===== src/rtl/pc_gen.sv =====
// Program-counter stage: computes the next fetch PC, holds on stall, and handles one level of interrupt entry and return.
// Optional build macro MISALIGN_TRAP_EN traps misaligned branch/jalr targets and adds the misalign pulse output.
module pc_gen #(
    parameter logic [31:0] RESET_PC   = 32'h0000_0000,
    parameter logic [31:0] INT_VECTOR = 32'h0000_1C00
) (
    input  logic        clk,
    input  logic        rstn,
    input  logic [1:0]  npc_mux_sel,
    input  logic [31:0] pc_offset,
    input  logic [31:0] reg_offset,
    input  logic        stall,
    input  logic        int_req,
    input  logic        mret,
    output logic [31:0] pc,
    output logic        pc_valid,
    output logic        flush,
    output logic        int_ack,
    output logic [31:0] epc,
`ifdef MISALIGN_TRAP_EN
    output logic        misalign,
`endif
    output logic        in_handler
);

    typedef enum logic [1:0] {
        SEL_PLUS4  = 2'b00,
        SEL_PC_OFF = 2'b01,
        SEL_REG_OFF= 2'b10,
        SEL_INT    = 2'b11
    } sel_e;

    typedef enum logic {
        RUN     = 1'b0,
        HANDLER = 1'b1
    } state_e;

    state_e      state_q;
    logic [31:0] pc_q;
    logic [31:0] epc_q;
    logic        pc_valid_q;
    logic        flush_q;
    logic        int_ack_q;
    sel_e        sel;
    logic [31:0] raw_target;
    logic [31:0] target;

    assign sel = sel_e'(npc_mux_sel);

    // NOTE: every always_comb output gets a default first so no path can infer a latch.
    always_comb begin
        raw_target = pc_q + 32'd4;
        case (sel)
            SEL_PLUS4:   raw_target = pc_q + 32'd4;
            SEL_PC_OFF:  raw_target = pc_offset;
            SEL_REG_OFF: raw_target = reg_offset & 32'hFFFF_FFFE;
            SEL_INT:     raw_target = INT_VECTOR;
            default:     raw_target = pc_q + 32'd4;
        endcase
        target = raw_target & 32'hFFFF_FFFC;
    end

`ifdef MISALIGN_TRAP_EN
    logic misalign_hit;
    logic misalign_q;

    assign misalign_hit = (state_q == RUN) && ((sel == SEL_PC_OFF) || (sel == SEL_REG_OFF))
                          && (raw_target[1:0] != 2'b00);
    assign misalign = misalign_q;
`endif

    // NOTE: sequential state uses non-blocking assignments only, so every register samples pre-edge values.
    always_ff @(posedge clk or negedge rstn) begin
        if (!rstn) begin
            state_q    <= RUN;
            pc_q       <= RESET_PC;
            epc_q      <= 32'h0;
            pc_valid_q <= 1'b0;
            flush_q    <= 1'b0;
            int_ack_q  <= 1'b0;
`ifdef MISALIGN_TRAP_EN
            misalign_q <= 1'b0;
`endif
        end else begin
            // Pulses default low; only a non-stalled triggering edge raises them.
            flush_q   <= 1'b0;
            int_ack_q <= 1'b0;
`ifdef MISALIGN_TRAP_EN
            misalign_q <= 1'b0;
`endif
            if (!pc_valid_q) begin
                pc_valid_q <= 1'b1;
            end else if (!stall) begin
                case (state_q)
                    RUN: begin
`ifdef MISALIGN_TRAP_EN
                        if (misalign_hit) begin
                            epc_q      <= pc_q;
                            pc_q       <= INT_VECTOR;
                            flush_q    <= 1'b1;
                            int_ack_q  <= 1'b1;
                            misalign_q <= 1'b1;
                            state_q    <= HANDLER;
                        end else
`endif
                        if (int_req || (sel == SEL_INT)) begin
                            epc_q     <= target;
                            pc_q      <= INT_VECTOR;
                            flush_q   <= 1'b1;
                            int_ack_q <= 1'b1;
                            state_q   <= HANDLER;
                        end else begin
                            pc_q    <= target;
                            flush_q <= (sel != SEL_PLUS4);
                        end
                    end
                    HANDLER: begin
                        if (mret) begin
                            pc_q    <= epc_q;
                            flush_q <= 1'b1;
                            state_q <= RUN;
                        end else begin
                            pc_q    <= target;
                            flush_q <= (sel != SEL_PLUS4);
                        end
                    end
                    default: state_q <= RUN;
                endcase
            end
        end
    end

    assign pc         = pc_q;
    assign pc_valid   = pc_valid_q;
    assign flush      = flush_q;
    assign int_ack    = int_ack_q;
    assign epc        = epc_q;
    assign in_handler = (state_q == HANDLER);

endmodule

===== config.mk =====
export PLATFORM = sky130hd
export DESIGN_NAME = pc_gen
export DESIGN_NICKNAME = d
export VERILOG_FILES = /design/src/rtl/pc_gen.sv
export SDC_FILE = /design/constraint.sdc
export NUM_CORES = 1
export LEC_CHECK = 0
export ABC_CLOCK_PERIOD_IN_PS = 2600
export CAP_MARGIN = 5
export CORE_AREA = 2 2 94 96
export DETAILED_ROUTE_END_ITERATION = 6
export DIE_AREA = 0 0 96 98
export PLACE_DENSITY = 0.81
export RECOVER_POWER = 25
export SETUP_SLACK_MARGIN = 0.15
export SKIP_LAST_GASP = 1
export SLEW_MARGIN = 30
export SYNTH_ARGS = -nofsm -noshare
export SYNTH_HDL_FRONTEND = slang
export SYNTH_SLANG_ARGS = --single-unit

===== constraint.sdc =====
create_clock -name clk -period 2.6 [get_ports clk]
set_clock_uncertainty 0.1 [all_clocks]
set_input_delay 0.39 -clock clk [delete_from_list [all_inputs] [get_ports clk]]
set_output_delay 0.39 -clock clk [all_outputs]
set_load 0.02 [all_outputs]

# [Yosys cells after proc, flatten, opt, wreduce, memory -nomap -nowiden]
# Cells that the tools add are included.
[totals] out_inout_bits=68 reg_bits=66 word_cells=32 in_bits=71
[classes] n_reduce_logical=5 n_mux=15 add_sub_neg=1 eq_ne=3 bitwise_logic=2
[ops] op="$pmux 32 s4" count=1
[ops] op="$mux 32" count=2
[ops] op="$pmux 32 s2" count=1
[ops] op="$add 32x3->32 const B" count=1
[ops] op="$mux 1" count=9
[ops] op="$eq 2x2->1 const B" count=2
[ops] op="$pmux 1 s2" count=2
[ops] op="$reduce_and 4->1" count=1
[ops] op="$eq 2x1->1 const B" count=1
[ops] op="$logic_not 2->1" count=1
[ops] op="$not 1->1" count=2
[ops] op="$reduce_and 2->1" count=1
[ops] op="$reduce_bool 2->1" count=1
[ops] op="$logic_or 1x1->1" count=1

# [Depth between registers and ports, before layout]
# Gate-level depths: netlist of the first run.
[logic_depth] ltp_word=6 ltp_mapped=9 depth_no_buf=7

# [Least setup slack after synthesis of the first run]
# Ideal clock, no wire load.
[synth_path] path_type="reg-to-reg" startpoint="register pc_q[17] (netlist: pc[17])" endpoint="register epc_q[31] (netlist: epc[31])" stages_incl_launch_ff=8 required_time_ns=2.369 period_less_slack_ns=2.304 path_buffers=1 arrival_time_ns=2.073 setup_time_ns=0.131 slack_ns=0.296 cell_sequence="dfrtp_1 -> and4_1 -> buf_2 -> nand4_2 -> or4_1 -> xnor2_1 -> a222oi_1 -> o21ai_1"
[synth_between] elab_chain_cells=2
[synth_lines] element="start: declaration" line_no="39" text="logic [31:0] pc_q;"
[synth_lines] element="start signal: assignment" line_no="113" text="pc_q <= target;"
[synth_lines] element="start signal: assignment" line_no="119" text="pc_q <= epc_q;"
[synth_lines] element="start signal: assignment" line_no="123" text="pc_q <= target;"
[synth_lines] element="$add 32x3->32"
[synth_lines] element="$pmux 32 s4" line_no="53" text="case (sel)"
[synth_lines] element="end signal: assignment" line_no="107" text="epc_q <= target;"
[synth_lines] element="end: declaration" line_no="40" text="logic [31:0] epc_q;"
# No other way between the ends.
# A chain may end at the register's enable or synchronous reset.

# [Worst setup path after layout of the first run]
[layout_path] startpoint="register pc_q[6] (netlist: pc[6])" endpoint="register pc_q[26] (netlist: pc[26])"
[layout_between] elab_chain_cells=4 word_cells_on_any_way=5 classes_between="1 x add/sub; 4 x mux"
[layout_lines] element="$add 32x3->32 *"
[layout_lines] element="$pmux 32 s4 *" line_no="53"
[layout_lines] element="$mux 32 (on tied branches)" line_no="118, 106"
[layout_lines] element="$pmux 32 s2 *" line_no="94" text="case (state_q)"
# Every way passes the cells marked *; elsewhere a longest branch is shown, timed or not.

==> metrics.txt, run 1 <==
Post-route DRC=0; most frequent cells in the layout=clkdlybuf4s50_1, nand2_1, dfrtp_1; Fmax achieved=433 MHz; Clock Power Share=0.205; PortBufs=130; final net count=622; slowest stage cell, crit path=dfrtp_1; Max clock buf depth=2; final RePlAce weighted congestion=0.961; worst hold slack=409 ps; vias in the first global route=3842; maximum VDD drop=0.380 mV; Clock Latency Late Sink=340 ps; CTS Hold Bufs=0; main area contributors after synthesis=dfrtp_1, nand2_1, o21ai_0, a22oi_1, xor2_1; WL per Instance=18.1 um; crit start category=flip-flop; Area after DPL=0.00516 mm2; Layout area overhead=46.6%; Mapped Area=0.00366 mm2; critical path required time=2710 ps; internal power=2.43 mW; fin crit period=2310 ps; share of layout cells above drive strength 1=0.103; post-synthesis cell count=414; setup violation total in the final timing report=0; Fin. Hold Viols=0; setup TNS=0 ps; total CTS buffers=9; Pre-antenna DRT Iters=6; HPWL Detailed=8650 um; Initial Util=0.432; Hold Path Class=reg -> reg; max incr delay on CP=450 ps; Ys Warns=0; core area=0.00847 mm2; Period Utilization, post-route=0.888; Leak Pwr=2.23 nW; Seq/Total Area, Yosys=0.438; combinational share of power=0.402; commonest non-fill, non-tap cell in the layout=clkdlybuf4s50_1; final setup margin=292 ps; pre-CTS setup slack=210 ps; Post-Route WL=12000 um; total congestion overflow=0; vias post-DR=3843; Seq cells post-synth=64; Ant. Diodes=0; Setup Crit Path Kind=reg -> reg; Post-DRT Antenna Nets=0; average size of a mapped cell=8.84 um2; share of Yosys cell area claimed by the top area cell type=0.438; crit path cell chain=and4_2 -> buf_4 -> nand3_4 -> nor4_1 -> xor2_1 -> a222oi_1 -> o21ai_1; CP Data Arrival Time=2420 ps; power density over cell area=729 mW/mm2; Post-synth EDFFs=0; Cell variety after synth=46; Seq pwr share=0.393; Num Clock Sinks=64; CTS resizes=0; largest area contributor in the netlist=dfrtp_1; fraction of registers with async set/reset=1.00; clock slew at reported path FFs=70 ps; Sw Pwr=1.48 mW; DIE WIDTH=96 um; switching power share of the total=0.378; CTS tree=yes; Final Max Tran Viols=33; Critical Path Fanout Max=8; first-pass GRT wire length=19100 um; status=complete, but fails checks; die height=98 um; RSZ-0062 raised after global routing=true; buffers and inverters on the worst path=1; CP delay by family, top=simple AND/OR/NAND/NOR gates; Most used DFF post-synth=dfrtp_1; final instance area=0.00537 mm2; Via density=5.80; # Post-CTS Setup Buffers=0; CP Capture Type=flip-flop; H-tree levels=3; slew margin rel.=-0.231; Die ar.=0.00941 mm2; maxcap violations=1; Worst-Margin Slew=1850 ps; violation count after the first detailed-route iteration=255; violated checks=capacitance limit, slew limit; io pins=139; antenna violations before repair=0; Std-Cell Rows=34; Total GRT Usage=0.262; largest net degree at the start of global routing=34; Root Driver=clkbuf_8
==> stage by stage <==
stage | util | cells | power, mW
global route | 0.634 | 663 | 4.13
floorplan | - | 417 | 2.25
CTS | 0.632 | 663 | 3.91
finish | 0.634 | 663 | 3.91
global placement | 0.610 | 647 | 3.05
detailed placement | 0.610 | 647 | 3.11
==> power groups by stage <==
stage	clock, mW	sequential, mW	combinational (mW)
after global placement	0	1.52	1.54
after floorplan	0	1.79	0.453
after detailed placement	0	1.54	1.57
after CTS	0.813	1.52	1.58
after global routing	0.856	1.57	1.70
final	0.803	1.54	1.57
==> state kept, by name (all words and copies together), names as in the netlist <==
| name | flops |
|---|---|
| int_ack | 1 |
| in_handler | 1 |
| pc | 30 |
| pc_valid | 1 |
| flush | 1 |
| epc | 30 |
==> cells by family after synthesis <==
family,Yosys count,share of synthesized area
AND/OR/NAND/NOR,141,0.196
AO/OA/AOI/OAI,134,0.235
flip-flops,64,0.438
buffers and inverters,41,0.0496
XOR/XNOR,25,0.0598
multiplexers,6,0.0168
other,2,0.00205
adder cells (fa/ha/maj),1,0.00342
==> Yosys cell counts (all sizes together), types with 4 or more instances <==
| master | count |
|---|---|
| nor4 | 4 |
| xor2 | 13 |
| a21oi | 20 |
| nor2 | 26 |
| mux2i | 5 |
| a222oi | 11 |
| xnor2 | 12 |
| dfrtp | 64 |
| inv | 7 |
| nor3 | 5 |
| a221oi | 4 |
| nand4 | 8 |
| nand2 | 62 |
| buf | 9 |
| and3 | 4 |
| o21ai | 56 |
| clkbuf | 25 |
| a22o | 4 |
| and4 | 5 |
| a22oi | 25 |
| nand3 | 11 |
==> layout make-up <==
cell class / count / area, um2
clock buffer: 14 / 173
clock inverter: 2 / 12.5
fill: 717 / 3100
inverter: 7 / 26.3
multi-input combinational: 312 / 1910
sequential: 64 / 1610
tap: 108 / 135
timing repair buffer: 156 / 1500
==> final timing paths <==
| kind | startpoint | to | slack [ps] | cells after the start |
|---|---|---|---|---|
| min in group asynchronous | rstn | epc[9] | 430 | 1 |
| worst max register to register | pc[6] | pc[26] | 290 | 7 |
| worst max-delay path | pc[6] | pc[26] | 290 | 7 |
| worst min register to register | epc[24] | epc[24] | 410 | 2 |
| worst min-delay path | epc[24] | epc[24] | 410 | 2 |
| max in group asynchronous | rstn | pc[17] | 760 | 1 |
==> metal layers <==
metal	part of all wire	vias to the layer above	wire, um	global-route usage
li1	-	1773	-	-
met1	0.41	1854	4970	0.352
met2	0.49	188	5900	0.420
met3	0.072	28	859	0.0455
met4	0.022	0	261	0.0945
met5	0	-	0	0
==> worst register-to-register path: cells and delay by family (launching register included) <==
family	cells	cell delay, ps
buffers and inverters	1	180
DFF	1	450
AOI/OAI and AO/OA	2	520
and+or+nand+nor	3	810
xor gates and xnor gates	1	110
Note: power is estimated with default switching activity, not from simulation.
==> run 2, diff against run 1 <==
==> constraint.sdc (replaced) <==
create_clock -name clk -period 2.6 [get_ports clk]
set_clock_uncertainty 0.1 [all_clocks]
set_input_delay 0.39 -clock clk [delete_from_list [all_inputs] [get_ports clk]]
set_output_delay 0.39 -clock clk [all_outputs]
set_load 0.1 [all_outputs]
==> run 2 against run 1 <==
Against the previous run: the run still ends with capacitance limit, slew limit left; die area unchanged; sequential share of layout area up 1.8 points; clock power up 7.2%; combinational power up 90%; sequential power up 3%; setup slack worse by 18 ps; critical path depth down 1; via count down 1.7%; wire length down 3.4%; total power up 39%; fmax down 0.77%; largest power group unchanged.
==> metrics.txt, run 2 (synthesis gave the netlist of run 1 again) <==
status=complete, but fails checks (unchanged); violated checks=capacitance limit, slew limit (unchanged); most frequent cells in the layout=buf_4, clkdlybuf4s50_1, nand2_1 (was clkdlybuf4s50_1, nand2_1, dfrtp_1); Clock Latency Late Sink=340 ps (about the same); vias in the first global route=3641 (was 3842); final net count=616 (was 622); Leak Pwr=2.27 nW (was 2.23 nW); largest net degree at the start of global routing=65 (was 34); die height=98 um (unchanged); fin crit period=2330 ps (was 2310 ps); Hold Path Class=in -> async (was reg -> reg); final setup margin=274 ps (was 292 ps); power density over cell area=1040 mW/mm2 (was 729 mW/mm2); CP Data Arrival Time=2450 ps (was 2420 ps); FF/Latch Area=0.00166 mm2 (was 0.00161 mm2); critical path required time=2720 ps (was 2710 ps); core area=0.00847 mm2 (unchanged); io pins=139 (unchanged); Pre-antenna DRT Iters=5 (was 6); total congestion overflow=0 (unchanged); placed insts=641 (was 647); CTS Hold Bufs=0 (unchanged); Worst-Margin Slew=1570 ps (was 1850 ps); CP Capture Type=flip-flop (unchanged); Via density=5.75 (was 5.80); Ant. Diodes=0 (unchanged); setup violation total in the final timing report=0 (unchanged); final RePlAce weighted congestion=0.918 (was 0.961); non-filler cells in the finished layout=657 (was 663); Max clock buf depth=2 (unchanged); Root Driver=clkbuf_8 (unchanged); worst r2r path cells=6 (was 7); multi-input combinational cell area=0.00191 mm2 (unchanged); H-tree levels=3 (unchanged); Critical Path Fanout Max=7 (was 8); buffers and inverters on the worst path=0 (was 1); share of layout cells above drive strength 1=0.259 (was 0.103); Layout area overhead=42.5% (was 46.6%); worst hold slack=418 ps (was 409 ps); slowest stage cell, crit path=or4_1 (was dfrtp_1); Fmax achieved=430 MHz (was 433 MHz); maxcap violations=1 (unchanged); Std-Cell Rows=34 (unchanged); Total GRT Usage=0.249 (was 0.262); DIE WIDTH=96 um (unchanged); commonest non-fill, non-tap cell in the layout=buf_4 (was clkdlybuf4s50_1); Post-route DRC=0 (unchanged); Die ar.=0.00941 mm2 (unchanged); stages on the worst setup path=6 (was 7); crit path cell chain=and4_2 -> nand4_2 -> or4_1 -> xnor2_1 -> a222oi_1 -> o21ai_1 (was and4_2 -> buf_4 -> nand3_4 -> nor4_1 -> xor2_1 -> a222oi_1 -> o21ai_1); max incr delay on CP=540 ps (was 450 ps); violation count after the first detailed-route iteration=232 (was 255); pre-CTS setup slack=128 ps (was 210 ps); PortBufs=130 (unchanged); CP delay by family, top=simple AND/OR/NAND/NOR gates (unchanged); vias post-DR=3778 (was 3843); total CTS buffers=9 (unchanged); CTS tree=yes (unchanged); Post-Route WL=11600 um (was 12000 um); Final Max Tran Viols=65 (was 33); first-pass GRT wire length=18000 um (was 19100 um); Period Utilization, post-route=0.894 (was 0.888); setup TNS=0 ps (unchanged); RSZ-0062 raised after global routing=true (unchanged); Util after Layout=0.616 (was 0.634); maximum VDD drop=0.648 mV (was 0.380 mV); Setup Crit Path Kind=reg -> reg (unchanged); Num Clock Sinks=64 (unchanged); crit start category=flip-flop (unchanged); slew margin rel.=-0.0473 (was -0.231); FILL cells=747 (was 717); Post-DRT Antenna Nets=0 (unchanged); antenna violations before repair=0 (unchanged); HPWL Detailed=8370 um (was 8650 um); WL per Instance=17.6 um (was 18.1 um); Fin. Hold Viols=0 (unchanged); Initial Util=0.432 (unchanged); clock slew at reported path FFs=70 ps (about the same)
[run 2: cell types whose count changed in the layout (fill, tap and decap cells not counted), moves of 8 or more]
cell	change
dfrtp_2	+17
clkdlybuf4s50_1	-64
dfrtp_1	-25
buf_4	+58
dfrtp_4	+8
[run 2: worst paths after layout]
kind / slack (ps) / to / start
setup / recovery: 270 / epc[31] / pc[17]
hold / removal: 420 / epc[6] / rstn
setup reg to reg: 270 / epc[31] / pc[17]
hold reg to reg: 420 / epc[7] / epc[7]
max in group asynchronous: 850 / pc[4] / rstn
min in group clk: 420 / epc[7] / epc[7]
[run 2: timing repair]
action,in CTS,in global routing
endpoints found under the hold margin,0,0
endpoints found under the setup margin,0,5
buffers inserted,0,0
resized for setup,0,2
[run 2: metal layers]
layer  track usage  share of wire  vias up  routed length [um]
met5             0              0        -                   0
li1              -              -     1762                   -
met3        0.0432          0.078       26                 904
met4         0.107          0.024        0                 282
met2         0.386           0.48      192                5530
met1         0.340           0.42     1798                4870
[run 2: final cells by class]
cell class              instances  area share
multi-input cells             312       0.366
flip-flops and latches         64       0.318
repair buffers                150       0.246
clock buffers                  15      0.0377
well taps                     108      0.0259
inverters                       7     0.00504
clock inverters                 1     0.00144
[run 2: metrics by stage]
stage | cell area, um2 | power, mW
floorplan | 3730 | 3.81
global placement | 5000 | 4.52
detailed placement | 5000 | 4.57
CTS | 5210 | 5.43
global route | 5220 | 5.61
finish | 5220 | 5.42
[run 2: worst register-to-register path, cell delays in order (launching register included)]
cell,delay (ps)
dfrtp_4,460
and4_2,340
nand4_2,160
or4_1,540
xnor2_1,150
a222oi_1,360
o21ai_1,100
[run 2: power by group]
group | switching, mW | internal [mW] | total, mW
combinational | 2.33 | 0.649 | 2.98
sequential | 0.308 | 1.27 | 1.58
clock | 0.384 | 0.478 | 0.861
total | 3.02 | 2.40 | 5.42
==> run 3, diff against run 2 <==
- CTS_CLUSTER_DIAMETER: unset -> 50
- REMOVE_ABC_BUFFERS: unset -> 1
==> run 3 against run 2 <==
Against the previous run: the flow now finishes without violations; sequential share of layout area is 1.0 points lower; hold slack got worse by 1.5 ps; clock-buffer cell count shrank 3; global-route usage is 1.2 points higher; wire length increased by 2.3%; total power increased by 0.76%; critical path depth did not move; final area up 0.12%; combinational power barely moved; non-clock buffer count increased by 7; die area stayed put; cell count rose by 0.91%; critical path type unchanged.
==> metrics.txt, run 3 (synthesis gave the netlist of run 1 again) <==
status=finished clean (was complete, but fails checks); crit start category=flip-flop (unchanged); worst hold slack=416 ps (was 418 ps); CTS tree=yes (unchanged); Initial Util=0.432 (unchanged); Critical Path Fanout Max=6 (was 7); # Post-CTS Setup Buffers=0 (unchanged); final setup margin=320 ps (was 274 ps); setup violation total in the final timing report=0 (unchanged); CP Data Arrival Time=2410 ps (was 2450 ps); Total GRT Usage=0.261 (was 0.249); Sw Pwr=3.04 mW (was 3.02 mW); Pre-antenna DRT Iters=5 (unchanged); combinational share of power=0.550 (about the same); HPWL Detailed=8650 um (was 8370 um); io pins=139 (unchanged); WL per Instance=17.9 um (was 17.6 um); Die ar.=0.00941 mm2 (unchanged); Post-DRT Antenna Nets=0 (unchanged); Post-route DRC=0 (unchanged); H-tree levels=3 (unchanged); die height=98 um (unchanged); clock slew at reported path FFs=70 ps (about the same); Hold Crit Start=epc[5]; Fmax achieved=439 MHz (was 430 MHz); Global Route met2 Usage=0.420 (was 0.386); critical path required time=2730 ps (was 2720 ps); CP Capture Type=flip-flop (unchanged); grt met1 use=0.351 (was 0.340); vias in the first global route=3796 (was 3641); vias post-DR=3800 (was 3778); final RePlAce weighted congestion=0.886 (was 0.918); antenna violations before repair=0 (unchanged); Via density=5.73 (was 5.75); Post-Route WL=11900 um (was 11600 um); maximum VDD drop=0.702 mV (was 0.648 mV); crit path cell chain=and4_1 -> nand4_2 -> or4_1 -> xnor2_1 -> a222oi_1 -> o21ai_1 (was and4_2 -> nand4_2 -> or4_1 -> xnor2_1 -> a222oi_1 -> o21ai_1); buffers and inverters on the worst path=0 (unchanged); total CTS buffers=9 (unchanged); Layout area overhead=42.7% (was 42.5%); Std-Cell Rows=34 (unchanged); Seq pwr share=0.282 (was 0.291); core area=0.00847 mm2 (unchanged); violation count after the first detailed-route iteration=223 (was 232); routing usage on met3=0.0471 (was 0.0432); final net count=623 (was 616); first-pass GRT wire length=19100 um (was 18000 um); PortBufs=130 (unchanged); Clock Power Share=0.167 (was 0.159); Leak Pwr=2.34 nW (was 2.27 nW); Critical Path Start=pc[18] (was pc[17]); power density over cell area=1050 mW/mm2 (was 1040 mW/mm2); maxcap violations=0 (was 1); Setup Crit Path Kind=reg -> reg (unchanged); share of layout cells above drive strength 1=0.214 (was 0.259); Root Driver=clkbuf_8 (unchanged); Period Utilization, post-route=0.877 (was 0.894); max incr delay on CP=560 ps (was 540 ps); RSZ-0062 raised after global routing=false (was true); Max clock buf depth=2 (unchanged); commonest non-fill, non-tap cell in the layout=buf_4 (unchanged); Hold Path Class=reg -> reg (was in -> async); fin crit period=2280 ps (was 2330 ps); worst r2r src=pc[18] (was pc[17]); Ant. Diodes=0 (unchanged); slew margin rel.=0.223 (was -0.0473); Worst-Margin Slew=1170 ps (was 1570 ps); total congestion overflow=0 (unchanged); largest net degree at the start of global routing=36 (was 65); slowest stage cell, crit path=or4_1 (unchanged); Num Clock Sinks=64 (unchanged); Fin. Hold Viols=0 (unchanged); Final Max Tran Viols=0 (was 65); CP delay by family, top=simple AND/OR/NAND/NOR gates (unchanged); pre-CTS setup slack=214 ps (was 128 ps); switching power share of the total=0.558 (about the same); DIE WIDTH=96 um (unchanged); GR peak layer=met2 (unchanged); Clock Latency Late Sink=350 ps (was 340 ps); internal power=2.42 mW (was 2.40 mW); most frequent cells in the layout=buf_4, clkdlybuf4s50_1, nand2_1, dfrtp_1, o21ai_0 (was buf_4, clkdlybuf4s50_1, nand2_1)
run 3: cell types whose count changed in the layout (fill, tap and decap cells not counted), moves of 2 or more:
cell | previous run | this run
clkbuf_8 | 14 | 12
buf_4 | 83 | 86
dfrtp_4 | 8 | 0
clkinv_2 | 0 | 2
dfrtp_2 | 20 | 2
dfrtp_1 | 36 | 62
run 3: worst paths after layout:
kind	endpoint	slack, ps	cells past startpoint
max in group asynchronous	pc[10]	500	3
worst max register to register	epc[31]	320	6
worst max-delay path	epc[31]	320	6
min in group asynchronous	pc_valid	490	2
worst min register to register	epc[5]	420	2
worst min-delay path	epc[5]	420	2
run 3: per-layer routing:
| metal | routed length, um | vias up |
|---|---|---|
| li1 | - | 1771 |
| met1 | 5040 | 1846 |
| met2 | 5720 | 168 |
| met3 | 902 | 15 |
| met4 | 185 | 0 |
| met5 | 0 | - |
run 3: layout make-up:
cell class | count | area (um2)
Clock inverter | 3 | 40.0
Tap cell | 108 | 135
Fill cell | 740 | 3240
Clock buffer | 12 | 165
Inverter | 7 | 26.3
Sequential cell | 64 | 1600
Multi-Input combinational cell | 312 | 1910
Timing Repair Buffer | 157 | 1340
run 3: power groups by stage:
stage	sequential (mW)	clock [mW]	combinational, mW
final	1.54	0.914	3.01
after global routing	1.58	0.965	3.13
after CTS	1.53	0.917	3.02
after detailed placement	1.55	0	3.01
after global placement	1.54	0	2.98
after floorplan	3.30	0	0.460
run 3: what timing repair did:
action | CTS | global route
endpoints found under the hold margin | 7 | 0
hold buffers | 1 | 0
gates resized for setup | 0 | 4
setup endpoints to repair | 0 | 7
run 3: through the flow:
step	util	std cells	cell area, um2	TNS [ps]	power (mW)
CTS	0.618	663	5230	0	5.47
global route	0.617	663	5220	0	5.67
floorplan	-	383	3520	-12090	3.75
global placement	0.592	647	5010	0	4.52
finish	0.617	663	5220	0	5.46
detailed placement	0.593	647	5020	0	4.56
run 3: tightest hold or removal path, cell delays in order, from the launching register on:
cell     delay [ps]
dfrtp_1         370
nand2_1          50
o21ai_0          60
